$ cat config.mk
export PLATFORM = sky130hd
export DESIGN_NAME = ram_sp_ctrl
export DESIGN_NICKNAME = d
export VERILOG_FILES = /design/src/rtl/ram_sp_ctrl.sv
export SDC_FILE = /design/constraint.sdc
export NUM_CORES = 1
export LEC_CHECK = 0
export CAP_MARGIN = 15
export CORE_MARGIN = 2
export CORE_UTILIZATION = 40
export CTS_CLUSTER_SIZE = 14
export DETAILED_ROUTE_END_ITERATION = 8
export PLACE_DENSITY_LB_ADDON = 0.08
export SLEW_MARGIN = 25
export SYNTH_ARGS = -nofsm -noshare
export SYNTH_HDL_FRONTEND = slang
export SYNTH_SLANG_ARGS = --single-unit
$ cat constraint.sdc
create_clock -name clk -period 1.85 [get_ports clk]
set_clock_uncertainty 0.05 [all_clocks]
set_input_delay 0.37 -clock clk [delete_from_list [all_inputs] [get_ports clk]]
set_output_delay 0.37 -clock clk [all_outputs]
set_load 0.005 [all_outputs]
$ cat src/rtl/ram_sp_ctrl.sv
// ram_sp_ctrl: parametrised single-port synchronous RAM with a request/ready
// front end, per-byte write enables, registered read with valid strobe and a
// built-in clear engine that fills every word with INIT_VAL after reset or on
// a clr command.
//
// Ports:
//   clk       clock, rising edge
//   rst_n     asynchronous active-low reset
//   clr       start a clear of the whole array (sampled while ready=1)
//   req       access request
//   we        1 = write, 0 = read (qualified by req)
//   be        per-byte write enables (bit i -> data bits [8i+7:8i])
//   addr      word address
//   data_in   write data
//   ready     block accepts a request this cycle
//   data_out  read data, held between reads
//   rd_valid  one-cycle pulse: data_out carries new read data
//   err       one-cycle pulse: accepted request had addr >= DEPTH
module ram_sp_ctrl #(
  parameter int                DATA_W   = 8,
  parameter int                ADDR_W   = 4,
  parameter int                DEPTH    = 16,
  parameter logic [DATA_W-1:0] INIT_VAL = '0
) (
  input  logic                  clk,
  input  logic                  rst_n,
  input  logic                  clr,
  input  logic                  req,
  input  logic                  we,
  input  logic [DATA_W/8-1:0]   be,
  input  logic [ADDR_W-1:0]     addr,
  input  logic [DATA_W-1:0]     data_in,
  output logic                  ready,
  output logic [DATA_W-1:0]     data_out,
  output logic                  rd_valid,
  output logic                  err
);

  localparam int unsigned NB    = DATA_W / 8;
  localparam int          CNT_W = (DEPTH > 1) ? $clog2(DEPTH) : 1;
  localparam logic [CNT_W-1:0] LAST = CNT_W'(DEPTH - 1);

  typedef enum logic {
    ST_INIT,
    ST_IDLE
  } state_t;

  state_t              r_state;
  state_t              w_state_nxt;
  logic [CNT_W-1:0]    r_cnt;
  logic [CNT_W-1:0]    w_cnt_nxt;

  logic [DATA_W-1:0]   r_mem [DEPTH];

  logic [DATA_W-1:0]   r_data_out;
  logic                r_rd_valid;
  logic                r_err;

  logic                w_accept;
  logic                w_in_range;
  logic [CNT_W-1:0]    w_idx;
  logic                w_mem_we;
  logic [CNT_W-1:0]    w_mem_idx;
  logic [NB-1:0]       w_mem_be;
  logic [DATA_W-1:0]   w_mem_wdata;

  assign w_in_range = (32'(addr) < 32'(DEPTH));
  // Out-of-range addresses never reach the array; park the index at 0.
  assign w_idx      = w_in_range ? CNT_W'(addr) : '0;

  // State register
  always_ff @(posedge clk or negedge rst_n) begin
    if (!rst_n) begin
      r_state <= ST_INIT;
      r_cnt   <= '0;
    end else begin
      r_state <= w_state_nxt;
      r_cnt   <= w_cnt_nxt;
    end
  end

  // Next-state logic
  always_comb begin
    w_state_nxt = r_state;
    w_cnt_nxt   = r_cnt;
    case (r_state)
      ST_INIT: begin
        if (r_cnt == LAST) begin
          w_state_nxt = ST_IDLE;
          w_cnt_nxt   = '0;
        end else begin
          w_cnt_nxt = r_cnt + 1'b1;
        end
      end
      ST_IDLE: begin
        if (clr) begin
          w_state_nxt = ST_INIT;
          w_cnt_nxt   = '0;
        end
      end
    endcase
  end

  // Output / datapath control
  always_comb begin
    ready       = 1'b0;
    w_accept    = 1'b0;
    w_mem_we    = 1'b0;
    w_mem_idx   = '0;
    w_mem_be    = '0;
    w_mem_wdata = '0;
    case (r_state)
      ST_INIT: begin
        // Gated by rst_n so a held reset does not keep writing word 0.
        w_mem_we    = rst_n;
        w_mem_idx   = r_cnt;
        w_mem_be    = '1;
        w_mem_wdata = INIT_VAL;
      end
      ST_IDLE: begin
        ready    = 1'b1;
        // clr wins over a simultaneous request.
        w_accept = req & ~clr;
        if (w_accept && we && w_in_range) begin
          w_mem_we    = 1'b1;
          w_mem_idx   = w_idx;
          w_mem_be    = be;
          w_mem_wdata = data_in;
        end
      end
    endcase
  end

  // Array: not reset, the clear engine overwrites it.
  always_ff @(posedge clk) begin
    if (w_mem_we) begin
      for (int unsigned i = 0; i < NB; i++) begin
        if (w_mem_be[i]) begin
          r_mem[w_mem_idx][8*i +: 8] <= w_mem_wdata[8*i +: 8];
        end
      end
    end
  end

  // Registered read port and status strobes
  always_ff @(posedge clk or negedge rst_n) begin
    if (!rst_n) begin
      r_data_out <= '0;
      r_rd_valid <= 1'b0;
      r_err      <= 1'b0;
    end else begin
      r_rd_valid <= w_accept & ~we;
      r_err      <= w_accept & ~w_in_range;
      if (w_accept && !we) begin
        r_data_out <= w_in_range ? r_mem[w_idx] : '0;
      end
    end
  end

  assign data_out = r_data_out;
  assign rd_valid = r_rd_valid;
  assign err      = r_err;

endmodule

After elaboration in Yosys (flattened, before gate mapping):

Memories as Yosys holds them, arrays and structs flattened. A register that Yosys moved wholly into a read port is not among the register bits.
Index checks and enable logic that the tools add are counted.

* add/sub/neg operators: 1
* equal/unequal tests: 2
* muxes and demuxes: 19
* bitwise operators: 5
* reduce and logical (&&, ||, !) cells: 4

Operator list (number)
* $pmux W4 S2: 2
* $pmux W8 S2: 1
* $mux W4: 3
* $mux W1: 9
* $mux W8: 1
* $pmux W1 S2: 3
* $add A4 B1 Y4 const B: 1
* $eq A4 B4 Y1 const B: 1
* $not A1 Y1: 3
* $and A1 B1 Y1: 2
* $logic_and A1 B1 Y1: 2
* $logic_not A1 Y1: 2
* $ne A2 B2 Y1 const B: 1

* bits in registers: 6
* bits in writable memories: 128
* bits of input ports: 18
* output and inout bits: 11
* word-level logic and storage cells: 35
* memories kept: 1

Memory list
* r_mem: words 16, bits a word 8, read ports 1, clocked after memory_dff 1, write ports 1, RTL line 53 `logic [DATA_W-1:0] r_mem [DEPTH];`

Depth between registers and ports, before layout:

* depth after elaboration: 8
* mapped depth: 7
* depth with buffers taken out: 5

Worst setup path before layout:

No wires, ideal clock.

* path type: in2reg
* start: in addr[0]
* end: mem r_mem[0][0] (enable)
* library setup time: 370 ps
* arrival time: 1576 ps
* data required time: 1430 ps
* setup slack: -146 ps
* stages on the path: 7
* buffers on the path: 3
* cells stage by stage: buf_6 > buf_12 > buf_2 > nand2_1 > a2bb2oi_1 > nand2_1 > nor2_1

* cells in the longest elaborated chain, start to end: 2

Ends and longest elaborated chain
* start: declaration: RTL line 31 `input logic [ADDR_W-1:0] addr,`
* $mux W4: RTL line 124 `if (w_accept && we && w_in_range) begin`
* $pmux W4 S2: RTL line 112 `case (r_state)`
* end: declaration: RTL line 53

No other way between the ends.

==> impl_metrics.toml <==
[critical_path]
start_kind = "primary input"
timing.critical_path.fanout_max = 11
critical_path_required_ns = 2.09
path_class = "in -> reg"
cp-end-kind = "flip-flop"
critical_path_arrival_ns = 2.07

[power_and_ir_drop]
ir_drop_mv = 0.708
power_per_cell_area_nw_per_um2 = 1270
leakage_power_summed_over_all_cells_uw = 0.00276
post-layout-total-power_uw = 9850

[clock_tree]
clock_sinks = 142
clock_insertion_delay_worst_skew_ns = 0.42
cts-root-buf = "sky130_fd_sc_hd__clkbuf_16"
tritoncts = "built"
clkSlewWorstSetupHoldPaths_ns = 0.06
cts_buffer_depth = 2
numCtsBuffers = 17
cts_h_tree_depth = 4

[sta]
report.final.hold_viol_count = 0
fin_crit_sh = 0.988
final_critical_path_required_period_ns = 1.83
maximum_clock_frequency_ghz = 0.547
slew_viol_final = 0
tns_ns = 0
finalWorstSetupSlack_ns = 0.0214
whs_ns = 0.280
final-setup-viol-count = 0

[detailed_routing]
remaining_drc_errors = 0
dr.pass1.iters = 4
drtAntennaViolNets = 0
vias = 3270
drt_first_iter_violations = 289
wl_per_cell_um = 22.2
viasPerCell = 5.37
routed_wirelength_um = 13500

[grt]
remaining_overflow_grt = 0
grt_max_degree = 17
grt_antenna_before_repair = 0
global_route_wire_length_before_repair_um = 20200
first_global_vias = 3334
grt_resource_usage_total = 0.192

[yosys]
postSynthRegisterBits = 142
synth-main-ff-cell = "sky130_fd_sc_hd__edfxtp_1"
yosys.cell_types.count = 36
synthesis.nets = 336
netlist.area_leader.share = 0.666
synthTopCellsByCount = "sky130_fd_sc_hd__edfxtp_1 (128), sky130_fd_sc_hd__nand2_1 (23), sky130_fd_sc_hd__nor2_1 (19)"
ys_async_sr_fraction = 0.0986
synth_top_cell_by_area = "sky130_fd_sc_hd__edfxtp_1"
synth_cells = 317
synth.cell_area_um2 = 5770
synth_most_common_cell = "sky130_fd_sc_hd__edfxtp_1"
synth.avg_cell_area_um2 = 18.2
yosysWarningCount = 0
synthTopCellsByArea = "sky130_fd_sc_hd__edfxtp_1 (67%), sky130_fd_sc_hd__mux4_2 (7.0%), sky130_fd_sc_hd__dfrtp_1 (6.1%)"
synth_edf_count = 128
synth_seq_area_share = 0.727

[place]
globalplace.congestion = 0.799
dp_hpwl_um = 9360
dpl_worst_slack_ns = -0.596
numPortBuffers = 27

[floorplan]
chipWidth_um = 124
ioPinCount = 29
start_util = 0.412
coreArea_um2 = 14000
floorplan.die.height_um = 124
fp.dieArea_um2 = 15400
fp-row-count = 43

[run]
cap_violations = 0

[finish]
nFillCells = 1098
post_route_cells_drive_above_1_share = 0.380
finish.net_count = 435
syn_to_final_growth_pct = 34.0
antennaDiodeCount = 0

[min_path]
worstHoldPathType = "in -> async"

[outcome]
outcome = "finished clean"
==> placed cells by master, fill, tap and decap left out, types with 8 or more instances in the layout <==
cell / count
sky130_fd_sc_hd__and2_1: 8
sky130_fd_sc_hd__buf_12: 11
sky130_fd_sc_hd__buf_4: 50
sky130_fd_sc_hd__clkbuf_16: 17
sky130_fd_sc_hd__clkdlybuf4s50_1: 22
sky130_fd_sc_hd__dfrtp_1: 13
sky130_fd_sc_hd__edfxtp_1: 128
sky130_fd_sc_hd__mux2i_1: 10
sky130_fd_sc_hd__mux4_1: 10
sky130_fd_sc_hd__mux4_2: 18
sky130_fd_sc_hd__nand2_1: 16
sky130_fd_sc_hd__nand3_1: 12
sky130_fd_sc_hd__nand4_1: 12
sky130_fd_sc_hd__nor2_2: 13
==> final timing paths <==
check	from	slack [ns]	depth (start not counted)	endpoint
setup / recovery	addr[2]	0.02	6	data_out[7]
hold / removal	rst_n	0.28	2	rd_valid
setup reg to reg	r_state	0.06	7	r_mem[8][0]
hold reg to reg	data_out[4]	0.45	2	data_out[4]
max in group asynchronous	rst_n	1.28	2	r_state
min in group clk	clr	0.35	4	r_cnt[2]
==> layout make-up <==
class	count	area, µm²	share of cell area
clock buffers	18	429	0.0555
clock inverters	14	215	0.0278
inverters	3	13.8	0.00178
multi-input cells	156	1690	0.219
flip-flops and latches	142	4200	0.543
well taps	180	225	0.0291
repair buffers	96	961	0.124
==> logic make-up after synthesis <==
family	Yosys count	synth area share
flip-flops	142	0.727
AND/OR/NAND/NOR	86	0.0735
multiplexers	44	0.145
AO/OA/AOI/OAI	23	0.0304
buffers and inverters	19	0.0200
adder cells (fa/ha/maj)	1	0.00217
other	1	0.000650
XOR/XNOR	1	0.00152
==> metal layers <==
metal / up-vias / track usage / wire length, µm
li1: 1480 / - / -
met1: 1679 / 0.274 / 6470
met2: 98 / 0.289 / 6270
met3: 13 / 0.0540 / 640
met4: 0 / 0.0569 / 144
met5: - / 0 / 0
==> critical path: stages <==
cell and delay (ns):
sky130_fd_sc_hd__clkdlybuf4s50_1 0.61, sky130_fd_sc_hd__buf_4 0.26, sky130_fd_sc_hd__mux4_2 0.34, sky130_fd_sc_hd__mux2_2 0.30, sky130_fd_sc_hd__nand2_1 0.10, sky130_fd_sc_hd__nand4_1 0.08
==> per-stage QoR <==
step	cell area (µm²)	util	std cells
after floorplan	5810	-	317
after global placement	6830	0.488	574
after detailed placement	6830	0.488	574
after CTS	7560	0.541	608
after global routing	7730	0.553	609
final	7730	0.553	609
==> flip-flops by register name (all words and copies together) (netlist names) <==
signal and flops:
r_mem 128, data_out 8, r_cnt 4, r_state 1
rd_valid 1
==> report_power, final <==
part	total (µW)	internal, µW	leakage (µW)	switching [µW]
clock network	3680	2390	0.000311	1280
registers	4140	3920	0.00137	220
logic	2030	1030	0.00108	995
==> what timing repair did <==
action | in CTS | in global routing
hold buffers | 0 | 0
setup endpoints to repair | 129 | 129
gates resized for setup | 16 | 31
pin swaps | 1 | 4
setup buffers | 2 | 1
(Power assumes the default switching activity.)
